[src/rtl/rtc_bus_pkg.sv]
// Shared types and bus-level constants for the RTC multiplexed-bus master.
package rtc_bus_pkg;

    localparam int DEF_DATA_W    = 8;
    localparam int DEF_BURST_MAX = 9;
    localparam int DEF_PHASE_CYC = 4;

    localparam logic STB_ON  = 1'b0;
    localparam logic STB_OFF = 1'b1;
    localparam logic AD_ADDR = 1'b0;
    localparam logic AD_DATA = 1'b1;

    typedef enum logic [2:0] {
        IDLE, A_SET, A_STB, A_HLD, D_SET, D_STB, D_HLD, GAP
    } bus_state_t;

    typedef struct packed {
        logic cs;
        logic rd;
        logic wr;
        logic ad;
        logic oe;
    } bus_ctl_t;

    // Strobe/enable levels for the state being entered; rd_ph selects a read data phase.
    function automatic bus_ctl_t bus_drive(input bus_state_t st, input logic rd_ph);
        bus_ctl_t c;
        c = '{cs: STB_OFF, rd: STB_OFF, wr: STB_OFF, ad: AD_DATA, oe: 1'b0};
        case (st)
            A_SET, A_HLD: begin
                c.cs = STB_ON;
                c.ad = AD_ADDR;
                c.oe = 1'b1;
            end
            A_STB: begin
                c.cs = STB_ON;
                c.ad = AD_ADDR;
                c.oe = 1'b1;
                c.wr = STB_ON;
            end
            D_SET, D_HLD: begin
                c.cs = STB_ON;
                c.oe = !rd_ph;
            end
            D_STB: begin
                c.cs = STB_ON;
                c.oe = !rd_ph;
                if (rd_ph) c.rd = STB_ON;
                else       c.wr = STB_ON;
            end
            default: ;
        endcase
        return c;
    endfunction

endpackage

[src/rtl/rtc_bus_phase_timer.sv]
// Phase down-counter: reloads on load and flags the first and last cycle of a phase.
module rtc_bus_phase_timer #(
    parameter int PHASE_CYC = 4
) (
    input  logic clk,
    input  logic rst_n,
    input  logic load,
    output logic phase_first,
    output logic phase_last
);

    localparam int CNT_W = (PHASE_CYC > 1) ? $clog2(PHASE_CYC) : 1;
    localparam logic [CNT_W-1:0] TOP = CNT_W'(PHASE_CYC - 1);

    logic [CNT_W-1:0] cnt;

    always_ff @(posedge clk) begin
        if (!rst_n || load) cnt <= TOP;
        else if (cnt != '0) cnt <= cnt - 1'b1;
    end

    assign phase_first = (cnt == TOP);
    assign phase_last  = (cnt == '0);

endmodule

[src/rtl/rtc_bus_master.sv]
// Burst master for the RTC multiplexed address/data bus.
// Define RTC_BUS_VERIFY_EN to read back and compare every written word.
module rtc_bus_master
    import rtc_bus_pkg::*;
#(
    parameter int DATA_W    = DEF_DATA_W,
    parameter int BURST_MAX = DEF_BURST_MAX,
    parameter int PHASE_CYC = DEF_PHASE_CYC,
    parameter int LEN_W     = $clog2(BURST_MAX + 1)
) (
    input  logic              CLK,
    input  logic              RST,
    input  logic              REQ,
    input  logic              WRITE,
    input  logic [DATA_W-1:0] START_ADDR,
    input  logic [LEN_W-1:0]  LEN,
    input  logic [DATA_W-1:0] WDATA,
    output logic              WDATA_REQ,
    output logic [DATA_W-1:0] RDATA,
    output logic              RDATA_VALID,
    output logic [LEN_W-1:0]  WORD_IDX,
    output logic              BUSY,
    output logic              DONE,
    output logic              ERR,
    output logic              CS,
    output logic              RD,
    output logic              WR,
    output logic              AD,
    output logic [DATA_W-1:0] BUS_O,
    output logic              BUS_OE,
    input  logic [DATA_W-1:0] BUS_I
);

`ifdef RTC_BUS_VERIFY_EN
    localparam bit VERIFY_EN = 1'b1;
`else
    localparam bit VERIFY_EN = 1'b0;
`endif

    bus_state_t        state, nxt_state;
    logic              wr_mode, verify_ph, nxt_verify, nxt_rd, rd_ph;
    logic [DATA_W-1:0] addr;
    logic [LEN_W-1:0]  len_q, word_cnt;
    logic              accept, load, last_word, phase_first, phase_last;

    assign accept    = (state == IDLE) && REQ && (LEN != '0);
    assign load      = accept || (state != IDLE && phase_last);
    assign last_word = (word_cnt == len_q - 1'b1);
    assign rd_ph     = !wr_mode || verify_ph;

    rtc_bus_phase_timer #(.PHASE_CYC(PHASE_CYC)) u_timer (
        .clk         (CLK),
        .rst_n       (RST),
        .load        (load),
        .phase_first (phase_first),
        .phase_last  (phase_last)
    );

    // A write word in verify builds is followed by a read of the same address.
    always_comb begin
        nxt_state  = state;
        nxt_verify = verify_ph;
        case (state)
            IDLE: if (accept) begin
                nxt_state  = A_SET;
                nxt_verify = 1'b0;
            end
            GAP: if (phase_last) begin
                if (VERIFY_EN && wr_mode && !verify_ph) begin
                    nxt_state  = A_SET;
                    nxt_verify = 1'b1;
                end else begin
                    nxt_verify = 1'b0;
                    nxt_state  = last_word ? IDLE : A_SET;
                end
            end
            default: if (phase_last) nxt_state = bus_state_t'(state + 3'd1);
        endcase
        nxt_rd = accept ? !WRITE : (!wr_mode || nxt_verify);
    end

    always_ff @(posedge CLK) begin
        if (!RST) begin
            state       <= IDLE;
            verify_ph   <= 1'b0;
            wr_mode     <= 1'b0;
            addr        <= '0;
            len_q       <= '0;
            word_cnt    <= '0;
            {CS, RD, WR, AD, BUS_OE} <= {STB_OFF, STB_OFF, STB_OFF, AD_DATA, 1'b0};
            BUS_O       <= '0;
            BUSY        <= 1'b0;
            DONE        <= 1'b0;
            RDATA       <= '0;
            RDATA_VALID <= 1'b0;
            WDATA_REQ   <= 1'b0;
            WORD_IDX    <= '0;
        end else begin
            state     <= nxt_state;
            verify_ph <= nxt_verify;
            {CS, RD, WR, AD, BUS_OE} <= bus_drive(nxt_state, nxt_rd);
            DONE        <= 1'b0;
            RDATA_VALID <= 1'b0;
            WDATA_REQ   <= 1'b0;
            if (accept) begin
                wr_mode   <= WRITE;
                addr      <= START_ADDR;
                BUS_O     <= START_ADDR;
                len_q     <= (LEN > LEN_W'(BURST_MAX)) ? LEN_W'(BURST_MAX) : LEN;
                word_cnt  <= '0;
                WORD_IDX  <= '0;
                BUSY      <= 1'b1;
                WDATA_REQ <= WRITE;
            end
            // Write data goes on the bus one cycle into D_SET, giving WDATA 3 phases to settle.
            if (state == D_SET && phase_first && !rd_ph) BUS_O <= WDATA;
            if (state == D_STB && phase_last && rd_ph && !verify_ph) begin
                RDATA       <= BUS_I;
                RDATA_VALID <= 1'b1;
            end
            if (state == GAP && phase_last) begin
                if (nxt_verify) begin
                    BUS_O <= addr;
                end else if (last_word) begin
                    DONE <= 1'b1;
                    BUSY <= 1'b0;
                end else begin
                    addr      <= addr + 1'b1;
                    BUS_O     <= addr + 1'b1;
                    word_cnt  <= word_cnt + 1'b1;
                    WDATA_REQ <= wr_mode;
                    if (!ERR) WORD_IDX <= word_cnt + 1'b1;
                end
            end
        end
    end

`ifdef RTC_BUS_VERIFY_EN
    logic [DATA_W-1:0] wdata_q;

    // Sticky mismatch flag; WORD_IDX stops advancing once it is set.
    always_ff @(posedge CLK) begin
        if (!RST) begin
            ERR     <= 1'b0;
            wdata_q <= '0;
        end else begin
            if (accept) ERR <= 1'b0;
            else if (state == D_STB && phase_last && verify_ph && BUS_I != wdata_q) ERR <= 1'b1;
            if (state == D_SET && phase_first && !rd_ph) wdata_q <= WDATA;
        end
    end
`else
    assign ERR = 1'b0;
`endif

endmodule
[config.mk]
export PLATFORM = sky130hd
export DESIGN_NAME = rtc_bus_master
export DESIGN_NICKNAME = d
export VERILOG_FILES = /design/src/rtl/rtc_bus_pkg.sv /design/src/rtl/rtc_bus_phase_timer.sv /design/src/rtl/rtc_bus_master.sv
export SDC_FILE = /design/constraint.sdc
export NUM_CORES = 1
export LEC_CHECK = 0
export CAP_MARGIN = 20
export CORE_MARGIN = 4
export CORE_UTILIZATION = 44
export DETAILED_ROUTE_END_ITERATION = 7
export PLACE_DENSITY = 0.8
export REMOVE_ABC_BUFFERS = 1
export SKIP_CTS_REPAIR_TIMING = 1
export SLEW_MARGIN = 20
export SYNTH_ARGS = -nofsm -noshare
export SYNTH_HDL_FRONTEND = slang
export SYNTH_SLANG_ARGS = --single-unit
[constraint.sdc]
create_clock -name CLK -period 4.66 [get_ports CLK]
set_input_delay 0.466 -clock CLK [delete_from_list [all_inputs] [get_ports CLK]]
set_output_delay 0.466 -clock CLK [all_outputs]
set_load 0.05 [all_outputs]
==> results of run 1 <==
## per-stage QoR
| step | util | hold slack [ns] | instance area, µm² | total power [mW] |
|---|---|---|---|---|
| after global routing | 0.568 | 0.503 | 3650 | 0.986 |
| after CTS | 0.568 | 0.477 | 3650 | 0.953 |
| final | 0.568 | 0.475 | 3650 | 0.947 |
| after detailed placement | 0.554 | 0.465 | 3560 | 0.688 |
| after global placement | 0.554 | 0.464 | 3560 | 0.684 |
| after floorplan | - | 0.445 | 2820 | 0.609 |
## Yosys cell counts (all sizes together) (2+ instances only)
library cell / count / share of area
nand4b: 3 / 0.0090
o311ai: 3 / 0.0090
xnor2: 5 / 0.015
a31o: 5 / 0.015
nand2b: 5 / 0.011
o211ai: 13 / 0.033
a22oi: 3 / 0.0094
nor3: 5 / 0.0085
inv: 10 / 0.013
buf: 12 / 0.022
clkbuf: 11 / 0.014
a31oi: 5 / 0.016
nor2: 34 / 0.044
a21o: 3 / 0.0077
nand2: 48 / 0.062
o21ai: 15 / 0.026
nand4: 3 / 0.0064
ha: 9 / 0.038
nand3b: 4 / 0.010
a221oi: 2 / 0.010
dfxtp: 52 / 0.36
and2: 3 / 0.0064
xor2: 2 / 0.0085
nand3: 15 / 0.026
nor4b: 2 / 0.011
nor2b: 4 / 0.0085
nor4: 7 / 0.020
a21oi: 13 / 0.022
o22ai: 11 / 0.024
mux2i: 8 / 0.027
nor3b: 2 / 0.0051
and3: 20 / 0.043
o41ai: 2 / 0.012
o32ai: 4 / 0.012
## metal layers
layer	vias to the layer above	global-route usage	wire, µm
met5	-	0	0
met4	0	0.0690	97
met3	10	0.0210	310
met2	74	0.319	3690
met1	1356	0.245	3420
li1	1402	-	-
## final timing paths
check	startpoint	end	slack (ns)	cells past startpoint
worst min register to register	len_q[1]	len_q[1]	0.48	2
worst max-delay path	LEN[1]	addr[7]	2.05	6
worst max register to register	len_q[0]	addr[7]	2.11	8
worst min-delay path	len_q[1]	len_q[1]	0.48	2
## cell type report
type / count / area share
timing repair buffer: 65 / 0.175
tap: 77 / 0.0264
clock inverter: 2 / 0.00274
inverter: 10 / 0.0103
clock buffer: 6 / 0.0226
multi-input combinational: 272 / 0.478
sequential: 52 / 0.285
## power breakdown
part           switching (mW)  leakage [nW]  internal (mW)  total (mW)
sequential             0.0182         0.424          0.464       0.482
combinational           0.111         0.946         0.0862       0.198
clock                   0.148        0.0510          0.119       0.267
total                   0.278          1.42          0.669       0.947
## flip-flops by register name (all words and copies together), names as in the netlist, 2 cells and up
register and cells:
word_cnt 4, RDATA 8, len_q 4, BUS_O 8, addr 8, u_timer.cnt 2, WORD_IDX 4, state 3
## cells by family after synthesis
group	count (synthesis)	synth area share
AOI/OAI and AO/OA	87	0.221
xor gates and xnor gates	7	0.0235
adders and majority gates	9	0.0385
buffers and inverters	33	0.0487
DFF	52	0.356
muxes	8	0.0274
other	1	0.00128
and+or+nand+nor	160	0.285
## worst register-to-register path, cell delays in order, from the launching register on
cell and delay [ns]:
dfxtp_1 0.39, inv_1 0.09, ha_1 0.31, xnor2_1 0.40, nor4_4 0.11, a22oi_1 0.20
buf_4 0.25, nand2_1 0.31, o311ai_0 0.39
## cells in the final DEF, fill, tap and decap left out, types with 4 or more instances in the layout
| cell type | synthesis | final |
|---|---|---|
| o21ai_0 | 15 | 15 |
| buf_4 | 2 | 5 |
| clkbuf_8 | 0 | 6 |
| a31o_2 | 5 | 5 |
| nor3_1 | 5 | 5 |
| nand2b_1 | 5 | 5 |
| nor2_1 | 33 | 33 |
| inv_1 | 10 | 10 |
| nand3_1 | 15 | 15 |
| ha_1 | 9 | 9 |
| nand2_1 | 48 | 48 |
| o211ai_1 | 13 | 13 |
| a21oi_1 | 13 | 13 |
| mux2i_1 | 8 | 8 |
| clkdlybuf4s50_1 | 0 | 60 |
| and3_1 | 20 | 20 |
| a31oi_1 | 4 | 4 |
| nand3b_1 | 4 | 4 |
| o32ai_1 | 4 | 4 |
| xnor2_1 | 5 | 5 |
| nor4_1 | 6 | 6 |
| nor2b_1 | 4 | 4 |
| dfxtp_1 | 52 | 52 |
| o22ai_1 | 11 | 11 |
==> metrics.yaml, run 1 <==
finalCritPeriodShare: 0.561
worstPathArrival_ns: 2.78
p_leak_nw: 1.42
setup_viol: 0
cts_tree: "built"
cap_violations: 0
ys_types: 58
overflow: 0
path_cells: "clkdlybuf4s50_1 -> o41ai_4 -> and2_1 -> nor2_2 -> nand2_1 -> o311ai_0"
cp_num_buf_inv: 1
rows: 29
slew_headroom: 0.527
dieArea_um2: 8020
num_vias: 2842
async_reset_ff_frac: 0
required_ns: 4.83
nFillCells: 595
cts_buffers: 5
status: "completed"
io_pins: 62
grt_max_degree: 31
critical_path_class: "primary input to flip-flop"
p_per_area_nw_per_um2: 259
timing.final.ws_setup_ns: 2.05
drcViolationCount: 0
dp_slack_ns: 1.71
vdd_drop_max_mv: 0.117
multi_input_area_um2: 1740
ant_nets: 0
avgSynthCellArea_um2: 8.20
tightest_slew_ns: 0.707
port_buffers: 60
critPathCaptureType: "flip-flop"
ys_seq_area_frac: 0.356
critPathLaunchType: "primary input"
die_h_um: 89.6
cp_top_family: "simple AND/OR/NAND/NOR gates"
fp.dieW_um: 89.6
dp.cells: 476
worstPathMaxFanout: 16
initial_utilization: 0.456
drt_iter0_drc: 179
seqCellArea_um2: 1040
syn_area_um2: 2930
slowest_delay_ns: 0.56
clock-sinks: 52
clock_latency_ns: 0.31
tns_ns: 0
cts.clk_slew.worst_paths_ns: 0.09
period_needed_ns: 2.61
drt_pass1_iterations: 4
grtUsageTotal: 0.188
place_congestion: 0.852
synth_seq_cells: 52
antenna_found_initial: 0
netlist_instances: 357
slew_violations: 0
max_freq_ghz: 0.383
nNetsFinal: 447
routedWlPerCell_um: 15.5
min_path_type: "flip-flop to flip-flop"
yosys_warnings: 0
synth_edf_count: 0
cts_max_level: 2
hold_viol: 0
antennaDiodeCount: 0
grt_pass1_wl_um: 12100
drive_gt1_frac: 0.0737
grt_pass1_vias: 2726
rsz0062_at_grt: "false"
cts_root_buf: "clkbuf_8"
synthFlopType: "dfxtp_1"
vias_per_cell: 5.87
skew_ns: 0.00684
final_cells: 484
critPathSlowestCell: "and2_1"
cts_buffer_depth: 2
synthToLayoutAreaGrowth_pct: 24.7
core_um2: 6420
hpwl_um: 5420
drt_wl_total_um: 7510
Note: power is estimated with default switching activity, not from simulation.
==> run 2, diff against run 1 <==
==> constraint.sdc (replaced) <==
create_clock -name CLK -period 2.65 [get_ports CLK]
set_input_delay 0.265 -clock CLK [delete_from_list [all_inputs] [get_ports CLK]]
set_output_delay 0.265 -clock CLK [all_outputs]
set_load 0.05 [all_outputs]
==> metrics.yaml, run 2 (synthesis gave the netlist of run 1 again) <==
fp.dieW_um: 89.6  # unchanged
synthToLayoutAreaGrowth_pct: 26.0
routedWlPerCell_um: 15.7  # +1.3%
clock-sinks: 52  # unchanged
tightest_slew_ns: 0.671  # -0.0365 ns
p_leak_nw: 1.44  # +1.5%
initial_utilization: 0.456  # unchanged
drcViolationCount: 0  # unchanged
pwr-share-clk: 0.289  # +0.007
dieArea_um2: 8020  # unchanged
ant_nets: 0  # unchanged
drt_iter0_drc: 167  # -6.7%
cts_max_level: 2  # unchanged
cts_buffer_depth: 2  # unchanged
rows: 29  # unchanged
p_total_mw: 1.69  # +78%
whs_ns: 0.477  # +0.00185 ns
grt_max_degree: 24  # -23%
final_util: 0.575  # +0.00623
setup_viol: 0  # unchanged
slew_headroom: 0.551  # +0.0234
p_per_area_nw_per_um2: 457  # +76%
multi_input_area_um2: 1740  # unchanged
place_congestion: 0.843  # -1.1%
dp_slack_ns: 0.188  # -1.52 ns
antennaDiodeCount: 0  # unchanged
skew_ns: 0.0110  # +0.00414 ns
cts_tree: "built"
hold_depth: 2  # unchanged
core_um2: 6420  # unchanged
p_seq_frac: 0.503  # -0.006
placed_area_um2: 3590  # +1.1%
vdd_drop_max_mv: 0.235  # +100%
port_buffers: 60  # unchanged
hpwl_um: 5580  # +3.0%
critical_path_class: "flip-flop to flip-flop"
r2r_slack_ns: 0.15  # -1.96 ns
cts.clk_slew.worst_paths_ns: 0.11  # +0.02 ns
rr_worst_depth: 7  # -1
overflow: 0  # unchanged
largestRegisters: "BUS_O: 8 flops, RDATA: 8 flops, addr: 8 flops"
hold_start: "WORD_IDX[0]"
layout_commonest_cell: "clkdlybuf4s50_1"
die_h_um: 89.6  # unchanged
swShare: 0.311  # +0.0174
finalCritPeriodShare: 0.943
final_cells: 489  # +1.0%
nNetsFinal: 452  # +1.1%
max_freq_ghz: 0.400
hold_end: "WORD_IDX[0]"
status: "completed"
timing.rr.end: "addr[7]"
min_path_type: "flip-flop to flip-flop"
antenna_found_initial: 0  # unchanged
layout_common_cells: "clkdlybuf4s50_1 (60), dfxtp_1 (52), nand2_1 (48)"
cap_violations: 0  # unchanged
grt_pass1_vias: 2846  # +4.4%
final_area_um2: 3690  # +1.1%
timing.final.ws_setup_ns: 0.150  # -1.90 ns
clock_latency_ns: 0.32  # about the same
grt_pass1_wl_um: 12800  # +5.7%
drt_pass1_iterations: 5  # +1
drive_gt1_frac: 0.0850  # +0.0112
p_int_mw: 1.16  # +74%
reg2reg_from: "len_q[0]"
seqCellArea_um2: 1040  # unchanged
period_needed_ns: 2.50
rsz0062_at_grt: "false"
dp.cells: 481  # +1.1%
hold_viol: 0  # unchanged
required_ns: 2.84  # -1.99 ns
num_vias: 2876  # +1.2%
cts_buffers: 5  # unchanged
power_switching_mw: 0.525  # +89%
grtUsageTotal: 0.198  # +0.0101
critPathCaptureType: "flip-flop"
slew_violations: 0  # unchanged
nFillCells: 573  # -3.7%
drt_wl_total_um: 7690  # +2.3%
tns_ns: 0  # unchanged
p_comb_frac: 0.208  # about the same
cts_root_buf: "clkbuf_8"
worstPathMaxFanout: 11  # -5
io_pins: 62  # unchanged
vias_per_cell: 5.88  # +0.16%
worstPathArrival_ns: 2.68  # -0.10 ns
critPathLaunchType: "flip-flop"
-- run 2: changes by cell type in the layout (fill, tap and decap cells not counted) --
cell / previous run / this run
clkinv_2: 2 / 0
clkinv_4: 0 / 2
buf_4: 5 / 10
o21ai_0: 15 / 14
o21ai_1: 0 / 1
clkbuf_8: 6 / 5
inv_6: 0 / 1
-- run 2: worst max-delay path by stage --
stage          startpoint           to  slack (ns)  depth (start not counted)
6_report         len_q[0]      addr[7]        0.15                          7
5_1_grt          len_q[0]      addr[7]       0.005                          7
4_1_cts          len_q[0]      addr[7]        0.16                          7
3_5_place_dp     len_q[0]      addr[7]        0.19                          7
3_3_place_gp     len_q[0]  word_cnt[0]        0.39                          7
2_1_floorplan    len_q[0]      addr[7]       -0.17                          7
-- run 2: power by group through the flow --
| stage | Sequential [mW] | Clock (mW) | Combinational, mW |
|---|---|---|---|
| floorplan | 0.913 | 0 | 0.159 |
| global placement | 0.863 | 0 | 0.343 |
| detailed placement | 0.865 | 0 | 0.349 |
| CTS | 0.847 | 0.495 | 0.351 |
| global route | 0.853 | 0.535 | 0.382 |
| finish | 0.848 | 0.488 | 0.351 |
-- run 2: metal layers --
metal / up-vias / GRT usage / share of wire
li1: 1401 / - / -
met5: - / 0 / 0
met1: 1358 / 0.251 / 0.43
met4: 0 / 0.0785 / 0.020
met3: 15 / 0.0356 / 0.055
met2: 102 / 0.332 / 0.49
-- run 2: cell type report --
| type | count | area share |
|---|---|---|
| flip-flops and latches | 52 | 0.282 |
| clock buffers | 5 | 0.0187 |
| multi-input cells | 272 | 0.473 |
| inverters | 10 | 0.0102 |
| repair buffers | 70 | 0.183 |
| clock inverters | 3 | 0.00712 |
| well taps | 77 | 0.0261 |
-- run 2: worst max-delay path: stages (launching register included) --
cell      delay (ns)
dfxtp_1         0.39
inv_1           0.08
ha_1            0.30
xnor2_1         0.41
nor4_4          0.11
a22oi_1         0.24
nand2_1         0.31
o311ai_0        0.52
